==> config.mk <==
export PLATFORM = sky130hd
export DESIGN_NAME = spi_reg_bank_flat
export DESIGN_NICKNAME = d
export VERILOG_FILES = /design/src/rtl/spi_reg_bank_pkg.sv /design/src/rtl/spi_reg_bank_if.sv /design/src/rtl/spi_reg_bank_rd_mux.sv /design/src/rtl/spi_reg_bank.sv /design/src/flat_wrapper.sv
export SDC_FILE = /design/constraint.sdc
export NUM_CORES = 1
export LEC_CHECK = 0
export ABC_CLOCK_PERIOD_IN_PS = 4970
export BUFFER_PORTS_ARGS = -buffer_cell sky130_fd_sc_hd__buf_4
export CORE_AREA = 2 2 179 137
export DETAILED_ROUTE_END_ITERATION = 6
export DIE_AREA = 0 0 181 139
export PLACE_DENSITY = 0.57
export SKIP_LAST_GASP = 1
export SYNTH_ARGS = -nofsm -noshare
export SYNTH_HDL_FRONTEND = slang
export SYNTH_SLANG_ARGS = --single-unit
==> constraint.sdc <==
create_clock -name sys_clk -period 4.97 [get_ports sys_clk]
set_clock_uncertainty 0.15 [all_clocks]
set_input_delay 0.7455 -clock sys_clk [delete_from_list [all_inputs] [get_ports sys_clk]]
set_output_delay 0.7455 -clock sys_clk [all_outputs]
set_load 0.01 [all_outputs]
==> src/rtl/spi_reg_bank_pkg.sv <==
// Shared definitions for the SPI register bank: FSM states and address-byte field layout.
package spi_reg_bank_pkg;

   localparam int SPI_RW_BIT  = 7;
   localparam int SPI_ADDR_W  = 7;
   localparam int BYTE_W_DEF  = 8;

   typedef enum logic [1:0] {
      ST_IDLE,
      ST_WRITE,
      ST_READ
   } state_t;

endpackage

==> src/rtl/spi_reg_bank_if.sv <==
// Byte-level link between the SPI core (master side) and the register bank (slave side).
interface spi_reg_bank_if #(
   parameter int BYTE_W = 8
);

   logic [BYTE_W-1:0] spi_address_rx;
   logic              spi_address_rx_valid;
   logic [BYTE_W-1:0] spi_data_byte_rx;
   logic              spi_data_byte_rx_valid;
   logic              spi_dreq;
   logic [BYTE_W-1:0] spi_data_to_send;
   logic              spi_data_written;

   modport master (
      output spi_address_rx, spi_address_rx_valid,
      output spi_data_byte_rx, spi_data_byte_rx_valid,
      output spi_dreq,
      input  spi_data_to_send, spi_data_written
   );

   modport slave (
      input  spi_address_rx, spi_address_rx_valid,
      input  spi_data_byte_rx, spi_data_byte_rx_valid,
      input  spi_dreq,
      output spi_data_to_send, spi_data_written
   );

endinterface

==> src/rtl/spi_reg_bank_rd_mux.sv <==
// Read-side byte select: RW registers, then RO status slots, 0x00 for unmapped addresses.
module spi_reg_rd_mux
   import spi_reg_bank_pkg::*;
#(
   parameter int BYTE_W = 8,
   parameter int NUM_RW = 16,
   parameter int NUM_RO = 4
) (
   input  logic [SPI_ADDR_W-1:0]    ptr,
   input  logic [NUM_RW*BYTE_W-1:0] reg_bytes,
   input  logic [NUM_RO*BYTE_W-1:0] status_in,
   output logic [BYTE_W-1:0]        rd_byte
);

   always_comb begin
      rd_byte = '0;
      for (int unsigned i = 0; i < NUM_RW; i++) begin
         if (ptr == SPI_ADDR_W'(i)) rd_byte = reg_bytes[i*BYTE_W +: BYTE_W];
      end
      for (int unsigned k = 0; k < NUM_RO; k++) begin
         if (ptr == SPI_ADDR_W'(NUM_RW + k)) rd_byte = status_in[k*BYTE_W +: BYTE_W];
      end
   end

endmodule

==> src/rtl/spi_reg_bank.sv <==
// Address-mapped register bank behind the SPI core: auto-incrementing burst writes to RW
// registers and burst reads of RW + RO registers, answering each dreq with one TX byte.
module spi_reg_bank
   import spi_reg_bank_pkg::*;
#(
   parameter int                BYTE_W    = BYTE_W_DEF,
   parameter int                NUM_RW    = 16,
   parameter int                NUM_RO    = 4,
   parameter logic [BYTE_W-1:0] RESET_VAL = '0
) (
   input  logic                     sys_clk,
   input  logic                     sys_rst_n,
   spi_reg_bank_if.slave            spi,
   input  logic [NUM_RO*BYTE_W-1:0] status_in,
   output logic [NUM_RW*BYTE_W-1:0] reg_out,
   output logic [NUM_RW-1:0]        reg_wr_strobe
);

   localparam logic [SPI_ADDR_W:0] RW_LIM = (SPI_ADDR_W+1)'(NUM_RW);

   state_t                  state, state_nxt;
   logic [SPI_ADDR_W-1:0]   ptr, ptr_nxt;
   logic                    wr_en;
   logic [NUM_RW-1:0]       wr_hit;
   logic [BYTE_W-1:0]       rd_byte;
   logic [BYTE_W-1:0]       tx_nxt;
   logic [BYTE_W-1:0]       tx_q;
   logic                    written_q;

   spi_reg_rd_mux #(
      .BYTE_W (BYTE_W),
      .NUM_RW (NUM_RW),
      .NUM_RO (NUM_RO)
   ) u_rd_mux (
      .ptr       (ptr),
      .reg_bytes (reg_out),
      .status_in (status_in),
      .rd_byte   (rd_byte)
   );

   always_ff @(posedge sys_clk or negedge sys_rst_n) begin
      if (!sys_rst_n) begin
         state <= ST_IDLE;
         ptr   <= '0;
      end else begin
         state <= state_nxt;
         ptr   <= ptr_nxt;
      end
   end

   // An address strobe takes priority over everything; a dreq in the same cycle is answered with 0x00.
   always_comb begin
      state_nxt = state;
      ptr_nxt   = ptr;
      wr_en     = 1'b0;
      tx_nxt    = '0;
      if (spi.spi_address_rx_valid) begin
         ptr_nxt   = spi.spi_address_rx[SPI_ADDR_W-1:0];
         state_nxt = spi.spi_address_rx[SPI_RW_BIT] ? ST_READ : ST_WRITE;
      end else begin
         case (state)
            ST_WRITE: begin
               if (spi.spi_data_byte_rx_valid) begin
                  wr_en   = ({1'b0, ptr} < RW_LIM);
                  ptr_nxt = ptr + SPI_ADDR_W'(1);
               end
            end
            ST_READ: begin
               if (spi.spi_dreq) begin
                  tx_nxt  = rd_byte;
                  ptr_nxt = ptr + SPI_ADDR_W'(1);
               end
            end
            default: ;
         endcase
      end
   end

   always_comb begin
      wr_hit = '0;
      for (int unsigned i = 0; i < NUM_RW; i++) begin
         wr_hit[i] = wr_en && (ptr == SPI_ADDR_W'(i));
      end
   end

   always_ff @(posedge sys_clk or negedge sys_rst_n) begin
      if (!sys_rst_n) begin
         reg_out       <= {NUM_RW{RESET_VAL}};
         reg_wr_strobe <= '0;
         tx_q          <= '0;
         written_q     <= 1'b0;
      end else begin
         reg_wr_strobe <= wr_hit;
         written_q     <= spi.spi_dreq;
         if (spi.spi_dreq) tx_q <= tx_nxt;
         for (int unsigned i = 0; i < NUM_RW; i++) begin
            if (wr_hit[i]) reg_out[i*BYTE_W +: BYTE_W] <= spi.spi_data_byte_rx;
         end
      end
   end

   assign spi.spi_data_to_send = tx_q;
   assign spi.spi_data_written = written_q;

endmodule

==> src/flat_wrapper.sv <==
// flat-port wrapper written by rule: the top's interface ports become plain ports
module spi_reg_bank_flat import spi_reg_bank_pkg::*;
#(
   parameter int                BYTE_W    = BYTE_W_DEF,
   parameter int                NUM_RW    = 16,
   parameter int                NUM_RO    = 4,
   parameter logic [BYTE_W-1:0] RESET_VAL = '0
)
  (sys_clk, sys_rst_n, status_in, reg_out, reg_wr_strobe, spi_spi_address_rx, spi_spi_address_rx_valid, spi_spi_data_byte_rx, spi_spi_data_byte_rx_valid, spi_spi_dreq, spi_spi_data_to_send, spi_spi_data_written);
  spi_reg_bank_if #(.BYTE_W(BYTE_W)) spi_i ();
  input  logic sys_clk;
  input  logic sys_rst_n;
  input  logic [NUM_RO*BYTE_W-1:0] status_in;
  output logic [NUM_RW*BYTE_W-1:0] reg_out;
  output logic [NUM_RW-1:0] reg_wr_strobe;
  input wire logic [$bits(spi_i.spi_address_rx)-1:0] spi_spi_address_rx;
  input wire logic [$bits(spi_i.spi_address_rx_valid)-1:0] spi_spi_address_rx_valid;
  input wire logic [$bits(spi_i.spi_data_byte_rx)-1:0] spi_spi_data_byte_rx;
  input wire logic [$bits(spi_i.spi_data_byte_rx_valid)-1:0] spi_spi_data_byte_rx_valid;
  input wire logic [$bits(spi_i.spi_dreq)-1:0] spi_spi_dreq;
  output wire logic [$bits(spi_i.spi_data_to_send)-1:0] spi_spi_data_to_send;
  output wire logic [$bits(spi_i.spi_data_written)-1:0] spi_spi_data_written;
  assign spi_i.spi_address_rx = spi_spi_address_rx;
  assign spi_i.spi_address_rx_valid = spi_spi_address_rx_valid;
  assign spi_i.spi_data_byte_rx = spi_spi_data_byte_rx;
  assign spi_i.spi_data_byte_rx_valid = spi_spi_data_byte_rx_valid;
  assign spi_i.spi_dreq = spi_spi_dreq;
  assign spi_spi_data_to_send = spi_i.spi_data_to_send;
  assign spi_spi_data_written = spi_i.spi_data_written;
  spi_reg_bank #(.BYTE_W(BYTE_W), .NUM_RW(NUM_RW), .NUM_RO(NUM_RO), .RESET_VAL(RESET_VAL)) u_core (.sys_clk(sys_clk), .sys_rst_n(sys_rst_n), .spi(spi_i), .status_in(status_in), .reg_out(reg_out), .reg_wr_strobe(reg_wr_strobe));
endmodule
After elaboration in Yosys (flattened, before gate mapping) --
Index checks and enable logic that the tools add are counted.
Word-level totals: bits of input ports 53, bits in registers 162, output and inout port bits 153
Operators by class: reduce and logical (&&, ||, !) cells 19, magnitude comparators 1, multiplexer cells 30, eq/ne operators 23, $add $sub $neg 1
Operators with widths (number):
- 8-bit two-way mux | 22
- 7-bit by 4-bit == test with 1-bit output (second input constant) | 8
- 7-bit by 3-bit == test with 1-bit output (second input constant) | 4
- 7-bit by 5-bit == test with 1-bit output (second input constant) | 4
- 7-bit two-way mux | 3
- 1-bit logical AND | 16
- 7-bit by 2-bit == test with 1-bit output (second input constant) | 2
- 7-bit case mux with 2 select lines | 1
- 7-bit by 1-bit adder with 7-bit output (second input constant) | 1
- 7-bit by 1-bit == test with 1-bit output (second input constant) | 1
- 7-bit logical NOT | 1
- 7-bit by 5-bit < comparator with 1-bit output (second input constant) | 1
- 3-bit inequality test (second input constant) | 2
- 1-bit two-way mux | 3
- 3-bit AND reduction | 1
- 3-bit nonzero test | 1
- 2-bit by 1-bit == test with 1-bit output (second input constant) | 1
- 2-bit == test (second input constant) | 1
- 2-bit two-way mux | 1

Depth between registers and ports, before layout --
depth in word-level cells 23, depth in mapped cells 9, depth with buffers taken out 8

Hierarchy --
A second synthesis with hierarchy kept.
Second synthesis, totals: cells, all modules 686, area, all modules 8132.8 µm²
Modules (own cells, without submodules):
- spi_reg_bank | instances 1, area each 6358.6 µm², cells each 434, seq. area each 4053.9 µm²
- spi_reg_rd_mux | instances 1, area each 1774.2 µm², cells each 252, seq. area each 0.0 µm²

Least setup slack after synthesis --
Ideal clock, no wire load.
path kind input-to-reg, from input spi_spi_address_rx_valid, to register u_core.reg_out[32], stages 6, library setup time 0.125 ns, data arrival time 2.194 ns, slack 2.502 ns, data required time 4.695 ns, cells stage by stage buf_2 > or3_1 > nor3_2 > buf_4 > nand2_2 > mux2_2
Between the ends: cells in the longest elaborated chain, start to end 2
RTL lines:
- start, declared | line flat_wrapper.sv:17 | input wire logic [$bits(spi_i.spi_address_rx_valid)-1:0] spi_spi_address_rx_valid;
- 1-bit two-way mux | line spi_reg_bank.sv:57 | if (spi.spi_address_rx_valid) begin
- 1-bit logical AND | line spi_reg_bank.sv:82 | wr_hit[i] = wr_en && (ptr == SPI_ADDR_W'(i));
- end signal, assigned | line spi_reg_bank.sv:88 | reg_out <= {NUM_RW{RESET_VAL}};
- end signal, assigned by index | line spi_reg_bank.sv:97 | if (wr_hit[i]) reg_out[i*BYTE_W +: BYTE_W] <= spi.spi_data_byte_rx;
- end, declared | line spi_reg_bank.sv:15 | output logic [NUM_RW*BYTE_W-1:0] reg_out,
Every way passes these cells. A chain may end at the register's enable or synchronous reset.

Worst setup path in the final report --
from register u_core.ptr[4], to register u_core.tx_q[7], in the netlist u_core.spi.spi_data_to_send[7]
Between the ends: cells in the longest elaborated chain, start to end 23, elaborated cells on any way between the ends 42
RTL lines:
- start, declared | line spi_reg_bank.sv:22 | logic [SPI_ADDR_W-1:0] ptr, ptr_nxt;
- start signal, assigned | line spi_reg_bank.sv:47 | ptr <= ptr_nxt;
- 7-bit logical NOT | line spi_reg_bank_rd_mux.sv:18 | if (ptr == SPI_ADDR_W'(i)) rd_byte = reg_bytes[i*BYTE_W +: BYTE_W];
- 8-bit two-way mux (16 in series) | line spi_reg_bank_rd_mux.sv:18
- 8-bit two-way mux (3 in series) | line spi_reg_bank_rd_mux.sv:21 | if (ptr == SPI_ADDR_W'(NUM_RW + k)) rd_byte = status_in[k*BYTE_W +: BYTE_W];
- 8-bit two-way mux (*) | line spi_reg_bank_rd_mux.sv:21
- 8-bit two-way mux (*) | line spi_reg_bank.sv:61 | case (state)
- 8-bit two-way mux (*) | line spi_reg_bank.sv:57
- end signal, assigned | line spi_reg_bank.sv:95 | if (spi.spi_dreq) tx_q <= tx_nxt;
- end, declared | line spi_reg_bank.sv:27 | logic [BYTE_W-1:0] tx_q;
Every way passes the cells marked *; elsewhere a longest branch is shown, timed or not.

==> metrics.txt <==
Psw ~0.85 mW; Mapped Avg Cell Area roughly 12 µm²; Max VDD drop around 0.22 mV; layout cell share with drive strength beyond 1 43.7%; critical path's slowest cell nor3_2; number of synthesized flops with an enable pin 0; vias in the first global route between 6000 and 7000; Static Leak approximately 5.3 nW; nets around 940; critical path type reg2reg; DP Area slightly below 0.01 mm²; Synth area leaders dfrtp_1, mux2_2, nand2_1; Tightest Pin Transition slightly below 1 ns; Synth Net Count between 700 and 800; Max-slew headroom around 34%; WHS between 0.15 and 0.2 ns; most frequent cell after synthesis dfrtp_1; hold buffers post-CTS 0; WL/cell 24.6 µm; Post-CTS Setup Inserts 0; asr flop ratio synth 100%; Mapped Area 0.00807 mm²; # setup viols final 0; Slew Limit Fails 0; register clock-pin slew on the reported worst setup and hold paths 0.06 ns; fin crit period approximately 3.1 ns; post-layout instance area between 0.01 and 0.015 mm²; Switching Fraction between 20% and 30%; clock share of power a little over two fifths; drt initial violations 693; post-route ant nets 0; drt pass-1 iters 5; CP Cell Sequence or2_1 > nor3_2 > a221oi_2 > a21oi_1 > a21oi_1 > o41ai_1; DIE AREA about 0.025 mm²; Yosys reg bits 162; status finished clean; setup TNS 0 ns; Final Hold Viols 0; Synth Warn # 0; CP top delay family simple AND/OR/NAND/NOR gates; H-tree depth 4; cell count after synthesis between 600 and 700; IO Count 206; Core ar. approximately 0.024 mm²; Worst setup EP type register; RSZ-0062 raised after global routing false; Cell Pwr Density 296 mW/mm²; Reg power frac 46.5%; ys flop type dfrtp_1; Placer Congestion 0.898; total number of vias 6830; Pint between 2 and 2.5 mW; Chip Width 181 µm; Worst Hold Class in2async; Global Route Usage Sum approximately a quarter; Yosys top cell area share between 50% and 60%; post-place setup slack around 2 ns; Initial Utilization 34.3%; post-CTS sizing 0; clock buffer depth 2; worst skew pair latency between 0.4 and 0.5 ns; Area Growth Syn to Fin 28.6%; sum of buffers and inverters on the critical path 0; most frequent cells after synthesis dfrtp_1, mux2_2, nand2_1, o21ai_0; largest net degree at the start of global routing between 90 and 100; Synth cell types 73; final worst-path cycle share between 60% and 70%; most numerous cell on the critical path a21oi_1; sequential area share after synthesis ~50%; HPWL Detailed about 22 mm; die span in y 139 µm; crit-path max cell delay around 0.7 ns; IO Port Bufs a little over 200; Setup WS post-layout 1.87 ns; critical path arrival 3.26 ns; drt drc 0; Vias/cell roughly 5.7; Synth area leader dfrtp_1; CTS Buf Count 17; fmax between 300 and 400 MHz; Ant. Diodes 0; Core Rows 49; antenna violations before repair 0; Worst setup SP type register; GR Overflow Total 0; clk sink count 162; Comb power frac 11.3%; worst-path maximum fanout 14; clk root buf clkbuf_16; Routed WL slightly below 30 mm; first-pass GRT wire length approximately 44 mm; WP data required 5.13 ns; max_cap viols 0; CTS tree built
[per-layer routing]
metal  vias to the layer above  track usage, %  share of wire (%)
met1                      3481            36.5                 49
met2                       320            32.8                 42
met4                         0            5.69                1.3
met3                        29            6.01                8.5
met5                         -               0                  0
li1                       3000               -                  -
[final timing paths]
kind                                                startpoint                             end  slack, ns  cells after the start
worst max register to register                   u_core.ptr[4]  u_core.spi.spi_data_to_send[7]       1.87                      6
worst min-delay path                                 sys_rst_n         u_core.reg_wr_strobe[0]       0.20                      1
max in group asynchronous                            sys_rst_n        u_core.reg_wr_strobe[10]       3.58                      2
worst min register to register  u_core.spi.spi_data_to_send[1]  u_core.spi.spi_data_to_send[1]       0.40                      2
min in group sys_clk                              spi_spi_dreq     u_core.spi.spi_data_written       0.31                      1
worst max-delay path                             u_core.ptr[4]  u_core.spi.spi_data_to_send[7]       1.87                      6
[stage by stage]
stage	utilization, %	total power [mW]	std cells
final	44.1	3.08	1206
after global routing	44.1	3.18	1206
after CTS	44.1	3.08	1206
after detailed placement	41.7	1.80	1174
after global placement	41.7	1.79	1174
after floorplan	-	1.61	697
[logic make-up after synthesis]
logic type,Yosys count,synth area share [%]
muxes,126,17.6
buffers and inverters,61,3.85
AOI/OAI and AO/OA,153,13.4
xor gates and xnor gates,6,0.651
and+or+nand+nor,185,13.6
DFF,162,50.2
adders and majority gates,4,0.620
[final cells by class]
class | count | area [µm²]
flip-flops and latches | 162 | 4050
inverters | 23 | 86.3
clock inverters | 10 | 103
fillers | 2292 | 13200
clock buffers | 22 | 464
multi-input cells | 474 | 3700
repair buffers | 209 | 1590
well taps | 306 | 383
[worst register-to-register path: stages (launching register included)]
cell      delay (ns)
dfrtp_1         0.61
or2_1           0.48
nor3_2          0.70
a221oi_2        0.19
a21oi_1         0.29
a21oi_1         0.14
o41ai_1         0.41
[flip-flops by register name, summed over array words and instances (netlist names)]
signal / count
u_core.ptr: 7
u_core.reg_out: 128
u_core.state: 2
u_core.reg_wr_strobe: 16
u_core.spi.spi_data_written: 1
u_core.spi.spi_data_to_send: 8
[power by group through the flow]
stage	registers (mW)	logic, mW	clock network, mW
2_1_floorplan	1.43	0.179	0
6_report	1.43	0.347	1.30
3_5_place_dp	1.45	0.345	0
3_3_place_gp	1.45	0.341	0
4_1_cts	1.43	0.347	1.31
5_1_grt	1.43	0.375	1.37
[placed cells by master, fill, tap and decap left out, types with 5 or more instances in the layout]
cell type	n
o221ai_1	9
inv_1	23
o22ai_1	10
o21ai_0	30
clkbuf_16	17
a2111oi_0	6
buf_4	207
dfrtp_1	162
mux2_2	125
a22oi_1	10
nand2_1	51
o211ai_1	7
and2_1	5
and3_1	17
nor4_1	5
nand2_2	7
a21oi_1	23
nor3_1	9
nor2_1	21
a221oi_1	16
nand3_1	20
nand4_1	5
(Power assumes the default switching activity.)
